$ cat src/rtl/contador_seq_if.sv
// Control/status bundle between the sequencing controller and the board-side
// counter datapath plus its SWI-driven request inputs.
interface contador_seq_if #(
  parameter int unsigned NBITS   = 4,
  parameter int unsigned NPASSES = 2
);
  localparam int unsigned PCW = $clog2(NPASSES + 1);

  logic             start;
  logic             dir;
  logic             pause;
  logic             abort;
  logic [NBITS-1:0] load_val;
  logic [NBITS-1:0] limit;
  logic [NBITS-1:0] cnt_val;
  logic             cnt_load;
  logic             cnt_en;
  logic             cnt_up;
  logic             busy;
  logic             done;
  logic [PCW-1:0]   pass_cnt;
  logic [2:0]       state_o;

  modport master (
    output start, dir, pause, abort, load_val, limit, cnt_val,
    input  cnt_load, cnt_en, cnt_up, busy, done, pass_cnt, state_o
  );

  modport slave (
    input  start, dir, pause, abort, load_val, limit, cnt_val,
    output cnt_load, cnt_en, cnt_up, busy, done, pass_cnt, state_o
  );
endinterface

$ cat src/rtl/contador_seq.sv
// Sequencing controller: turns a start edge into prescaled load/step/reload
// passes over an external up/down counter, with pause, abort and done pulse.
module contador_seq #(
  parameter int unsigned NBITS    = 4,
  parameter int unsigned STEP_DIV = 1,
  parameter int unsigned NPASSES  = 2
) (
  input  logic          clk_2,
  input  logic          reset,
  contador_seq_if.slave bus
);
  localparam int unsigned PSW = (STEP_DIV > 1) ? $clog2(STEP_DIV) : 1;
  localparam int unsigned PCW = $clog2(NPASSES + 1);

  typedef enum logic [2:0] {
    IDLE   = 3'd0,
    LOAD   = 3'd1,
    RUN    = 3'd2,
    PAUSED = 3'd3,
    WRAP   = 3'd4,
    DONE   = 3'd5
  } state_t;

  state_t           r_state;
  state_t           w_state_nxt;
  logic             r_dir;
  logic             r_start_d;
  logic [PSW-1:0]   r_presc;
  logic [PCW-1:0]   r_pass_cnt;

  logic             w_start_edge;
  logic             w_slot;
  logic             w_at_term;
  logic             w_last_pass;
  logic [NBITS-1:0] w_terminal;
  logic [PCW-1:0]   w_pass_inc;

  assign w_start_edge = bus.start & ~r_start_d;
  assign w_slot       = (r_presc == PSW'(STEP_DIV - 1));
  assign w_terminal   = r_dir ? bus.limit : '0;
  assign w_at_term    = (bus.cnt_val == w_terminal);
  assign w_pass_inc   = r_pass_cnt + PCW'(1);
  assign w_last_pass  = (w_pass_inc == PCW'(NPASSES));

  // State register
  always_ff @(posedge clk_2) begin
    if (reset) r_state <= IDLE;
    else       r_state <= w_state_nxt;
  end

  // Next-state logic; abort outranks pause, which outranks stepping
  always_comb begin
    w_state_nxt = r_state;
    case (r_state)
      IDLE:    if (w_start_edge) w_state_nxt = LOAD;
      LOAD:    w_state_nxt = bus.abort ? IDLE : RUN;
      RUN: begin
        if (bus.abort)                w_state_nxt = IDLE;
        else if (bus.pause)           w_state_nxt = PAUSED;
        else if (w_slot && w_at_term) w_state_nxt = WRAP;
      end
      PAUSED: begin
        if (bus.abort)       w_state_nxt = IDLE;
        else if (!bus.pause) w_state_nxt = RUN;
      end
      WRAP: begin
        if (bus.abort)        w_state_nxt = IDLE;
        else if (w_last_pass) w_state_nxt = DONE;
        else                  w_state_nxt = RUN;
      end
      DONE:    w_state_nxt = IDLE;
      default: w_state_nxt = IDLE;
    endcase
  end

  // Run context: direction, prescaler, pass count and start-edge history
  always_ff @(posedge clk_2) begin
    if (reset) begin
      r_dir      <= 1'b1;
      r_start_d  <= 1'b1;
      r_presc    <= '0;
      r_pass_cnt <= '0;
    end else begin
      r_start_d <= bus.start;
      case (r_state)
        IDLE: if (w_start_edge) begin
          r_dir      <= bus.dir;
          r_pass_cnt <= '0;
        end
        LOAD: if (!bus.abort) r_presc <= '0;
        RUN: if (!bus.abort && !bus.pause)
          r_presc <= w_slot ? '0 : r_presc + PSW'(1);
        WRAP: if (!bus.abort) begin
          r_pass_cnt <= w_pass_inc;
          r_presc    <= '0;
        end
        default: ;
      endcase
    end
  end

  // Datapath controls are combinational so abort/pause act in the same cycle
  always_comb begin
    bus.cnt_load = 1'b0;
    bus.cnt_en   = 1'b0;
    case (r_state)
      LOAD: bus.cnt_load = ~bus.abort;
      RUN:  bus.cnt_en   = ~bus.abort & ~bus.pause & w_slot & ~w_at_term;
      WRAP: bus.cnt_load = ~bus.abort & ~w_last_pass;
      default: ;
    endcase
  end

  assign bus.cnt_up   = r_dir;
  assign bus.busy     = (r_state != IDLE);
  assign bus.done     = (r_state == DONE);
  assign bus.state_o  = r_state;
  assign bus.pass_cnt = r_pass_cnt;
endmodule

$ cat src/flat_wrapper.sv
// flat-port wrapper written by rule: the top's interface ports become plain ports
module contador_seq_flat 
#(
  parameter int unsigned NBITS    = 4,
  parameter int unsigned STEP_DIV = 1,
  parameter int unsigned NPASSES  = 2
)
  (clk_2, reset, bus_start, bus_dir, bus_pause, bus_abort, bus_load_val, bus_limit, bus_cnt_val, bus_cnt_load, bus_cnt_en, bus_cnt_up, bus_busy, bus_done, bus_pass_cnt, bus_state_o);
  contador_seq_if #(.NBITS(NBITS), .NPASSES(NPASSES)) bus_i ();
  input  logic clk_2;
  input  logic reset;
  input wire logic [$bits(bus_i.start)-1:0] bus_start;
  input wire logic [$bits(bus_i.dir)-1:0] bus_dir;
  input wire logic [$bits(bus_i.pause)-1:0] bus_pause;
  input wire logic [$bits(bus_i.abort)-1:0] bus_abort;
  input wire logic [$bits(bus_i.load_val)-1:0] bus_load_val;
  input wire logic [$bits(bus_i.limit)-1:0] bus_limit;
  input wire logic [$bits(bus_i.cnt_val)-1:0] bus_cnt_val;
  output wire logic [$bits(bus_i.cnt_load)-1:0] bus_cnt_load;
  output wire logic [$bits(bus_i.cnt_en)-1:0] bus_cnt_en;
  output wire logic [$bits(bus_i.cnt_up)-1:0] bus_cnt_up;
  output wire logic [$bits(bus_i.busy)-1:0] bus_busy;
  output wire logic [$bits(bus_i.done)-1:0] bus_done;
  output wire logic [$bits(bus_i.pass_cnt)-1:0] bus_pass_cnt;
  output wire logic [$bits(bus_i.state_o)-1:0] bus_state_o;
  assign bus_i.start = bus_start;
  assign bus_i.dir = bus_dir;
  assign bus_i.pause = bus_pause;
  assign bus_i.abort = bus_abort;
  assign bus_i.load_val = bus_load_val;
  assign bus_i.limit = bus_limit;
  assign bus_i.cnt_val = bus_cnt_val;
  assign bus_cnt_load = bus_i.cnt_load;
  assign bus_cnt_en = bus_i.cnt_en;
  assign bus_cnt_up = bus_i.cnt_up;
  assign bus_busy = bus_i.busy;
  assign bus_done = bus_i.done;
  assign bus_pass_cnt = bus_i.pass_cnt;
  assign bus_state_o = bus_i.state_o;
  contador_seq #(.NBITS(NBITS), .STEP_DIV(STEP_DIV), .NPASSES(NPASSES)) u_core (.clk_2(clk_2), .reset(reset), .bus(bus_i));
endmodule
$ cat config.mk
export PLATFORM = sky130hd
export DESIGN_NAME = contador_seq_flat
export DESIGN_NICKNAME = d
export VERILOG_FILES = /design/src/rtl/contador_seq_if.sv /design/src/rtl/contador_seq.sv /design/src/flat_wrapper.sv
export SDC_FILE = /design/constraint.sdc
export NUM_CORES = 1
export LEC_CHECK = 0
export CAP_MARGIN = 25
export CORE_MARGIN = 3
export CORE_UTILIZATION = 37
export DETAILED_ROUTE_END_ITERATION = 7
export PLACE_DENSITY = 0.77
export SLEW_MARGIN = 20
export SYNTH_ARGS = -nofsm -noshare
export SYNTH_HDL_FRONTEND = slang
export SYNTH_SLANG_ARGS = --single-unit
$ cat constraint.sdc
create_clock -name clk_2 -period 2 [get_ports clk_2]
set_clock_uncertainty 0.1 [all_clocks]
set_input_delay 0.4 -clock clk_2 [delete_from_list [all_inputs] [get_ports clk_2]]
set_output_delay 0.4 -clock clk_2 [all_outputs]
set_load 0.05 [all_outputs]
==> impl_results.md <==
* Final worst slack at -0.0341 ns
* Die ar. at 1880 um2
* Launching point of the worst reg2reg path: u_core.bus.cnt_up$_SDFFE_PP1P_
* First-pass GRT wire length at between 2000 and 3000 um
* CP Cell Sequence: nor4b_4 > buf_4 > o311ai_4 > o22ai_4 > buf_12
* Commonest non-fill, non-tap cell in the layout: buf_4
* Failing checks: setup timing
* CP max stage cell: dfxtp_2
* Critical Path Sink Type: output port
* Peak supply drop at around 0.37 mV
* Initial Utilization at between 40% and 50%
* Syn Nets at 83
* Worst-path maximum fanout at 2
* Post-synth top area cell: dfxtp_1
* Rel. slew slack at between 70 and 80%
* Synth warnings at 0
* Total Routing Usage GR at 20.0%
* Tcrit/Tclk final at 102%
* Synth top area cells: dfxtp_1 27%, nor3_1 4.8%, inv_1 4.4%, nor2_1 4.4%, a21oi_1 3.9%
* Worst-path clk slew at 0.05 ns
* Setup-failing EPs final at 1
* Routed wire length at around 1800 um
* CP Launch Type: register
* Worst Setup SP: u_core.bus.state_o[2]$_SDFFE_PP0P_
* Commonest non-fill, non-tap cells in the layout: 23 x buf_4, 8 x dlygate4sd2_1, 6 x nor2_1
* Share of layout cells above drive strength 1 at between 40 and 50%
* Nets at approximately 130
* Max Slew Vio Count at 0
* DRT iter0 DRCs at 5
* Die height at approximately 43 um
* Reg2reg setup slack at about 0.19 ns
* Crit path kind: reg2out
* Avg Inst Size Synth at about 8.1 um2
* CTS sink cnt at 7
* Vias in the first global route at between 600 and 700
* Drt wl/cell at approximately 15 um
* RSZ-0062 raised after global routing: true
* Pin count of the biggest net entering global routing at 10
* Inst Count DP at around 110
* Netlist cell types at 32
* Worst endpoint required time at roughly 1.5 ns
* Seq cells post-synth at 7
* Mapped Area at ~520 um2
* Cell Pwr Density at between 300 and 400 nW/um2
* Cts bufs inserted at 3
* Post-route ant nets at 0
* Initial antenna violation count at 0
* Ant. Diodes at 0
* CTS H-Tree Depth at 1
* Worst R2R Path Depth at 7
* Min-Delay Path Class: reg2reg
* Remaining DRCs at 0
* Max Cap Violations at 0
* CP peak stage delay at between 0.3 and 0.4 ns
* Tmin final at approximately 2.0 ns
* Post-synthesis sequential area ratio at ~27%
* CTS Buffer Depth at 2
* Worst-margin pin slew at 0.338 ns
* TritonRoute pass-1 iters at 4
* Drt via density at ~5.5
* TritonCTS clock tree: built
* PortBufs at 23
* Boundary Pins at 28
* Crit path to: bus_cnt_en
* Die W at between 40 and 50 um
* Hold Slack at between 0.4 and 0.5 ns
* Fmax at ~490 MHz
* Mapped Cells at 64
* Fill cells at 90
* Outcome: finished, violations left
* WHS Path Cells at 2
* P_leak at roughly 0.41 nW
* Placer Congestion at between 0.7 and 0.8
* Root Buffer: clkbuf_4
* Post-synth top area share at a little over a quarter
* Critical Path AT at approximately 1.5 ns
* Area Overhead vs Synth at 91.8%
* Total number of vias at 657
* Core area at 1200 um2
* DPL Wire Length at approximately 1200 um
* Clock Latency Late Sink at 0.25 ns
* Rows at 12
* Total congestion overflow at 0
* Final non-filler cell total at around 120
* Worst r2r dst: u_core.bus.state_o[1]$_SDFFE_PP0P_
* Final Hold Vio Count at 0
-- final cells by class --
cell class	instances	area (um2)	share of cell area, %
Multi-Input combinational cell	49	429	43.3
Clock buffer	4	26.3	2.65
Inverter	6	22.5	2.27
Timing Repair Buffer	39	348	35.1
Tap cell	14	17.5	1.77
Sequential cell	7	148	14.9
-- state kept, by name, indices dropped and copies added (netlist names) --
register / flops
u_core.r_start_d: 1
u_core.bus.cnt_up: 1
u_core.bus.state_o: 3
u_core.bus.pass_cnt: 2
-- synthesized netlist by cell type (all sizes together) --
cell type	instances
a211o	1
a21o	2
a21oi	5
a31oi	1
and2	1
buf	2
dfxtp	7
ha	1
inv	6
nand2b	1
nand3	3
nand3b	1
nand4b	2
nor2	6
nor3	5
nor3b	1
nor4b	3
o21a	2
o21ai	1
o21ba	1
o221ai	1
o22ai	3
o311ai	2
or2	3
or4b	1
xor2	2
-- cell families (layout without fill, tap and decap cells) --
kind of cell	after synthesis	after routing	synth area share, %
simple gates	27	27	33.4
compound gates	19	19	26.2
buf+inv	8	49	7.50
flops	7	7	27.1
xor+xnor	2	2	3.39
fa+ha+maj	1	1	2.42
-- critical path, delay by kind of cell, from the launching register on --
kind	cells	cell delay (ns)
buffers and inverters	2	0.33
AO/OA/AOI/OAI	2	0.33
flip-flops	1	0.33
AND/OR/NAND/NOR	1	0.28
-- worst min path at each step --
stage | startpoint | endpoint | slack (ns)
2_1_floorplan | reset | u_core.bus.pass_cnt[0]$_SDFFE_PP0P_ | 0.36
3_3_place_gp | u_core.bus.pass_cnt[0]$_SDFFE_PP0P_ | u_core.bus.pass_cnt[0]$_SDFFE_PP0P_ | 0.39
3_5_place_dp | u_core.bus.pass_cnt[0]$_SDFFE_PP0P_ | u_core.bus.pass_cnt[0]$_SDFFE_PP0P_ | 0.42
4_1_cts | u_core.bus.pass_cnt[0]$_SDFFE_PP0P_ | u_core.bus.pass_cnt[0]$_SDFFE_PP0P_ | 0.45
5_1_grt | u_core.bus.pass_cnt[0]$_SDFFE_PP0P_ | u_core.bus.pass_cnt[0]$_SDFFE_PP0P_ | 0.48
6_report | u_core.bus.pass_cnt[1]$_SDFFE_PP0P_ | u_core.bus.pass_cnt[1]$_SDFFE_PP0P_ | 0.43
-- metal layers --
layer  wire length [um]  part of all wire (%)  global-route usage (%)  up-vias
li1                   -                     -                       -      322
met1                730                    41                    22.3      297
met2                920                    52                    35.4       34
met3                100                   5.6                    4.15        4
met4                 22                   1.2                    10.2        0
met5                  0                     0                       0        -
-- metrics by stage --
stage               utilization [%]  TNS [ns]  setup WS (ns)  cell area, um2  power (mW)
finish                         82.5   -0.0341        -0.0341             991       0.393
global route                   82.5    -0.102        -0.0935             991       0.414
CTS                            79.8         0        0.00411             958       0.391
detailed placement             73.8    -0.539         -0.323             886       0.257
global placement               73.8    -0.461         -0.309             886       0.256
floorplan                         -    -0.164        -0.0832             554       0.197
-- where the power goes --
group	switching [mW]	leakage [nW]	internal (mW)	total, mW
logic	0.0626	0.336	0.0546	0.117
registers	0.00451	0.0592	0.142	0.147
clock network	0.0531	0.0150	0.0762	0.129
total	0.120	0.411	0.273	0.393
-- what timing repair did --
action,4_1_cts,5_1_grt
buffers inserted,3,2
pin swaps,6,2
resized for setup,19,4
setup endpoints to repair,1,2
cloned,0,0
hold buffers,0,0
No activity file was read; power rests on OpenSTA's default activity.
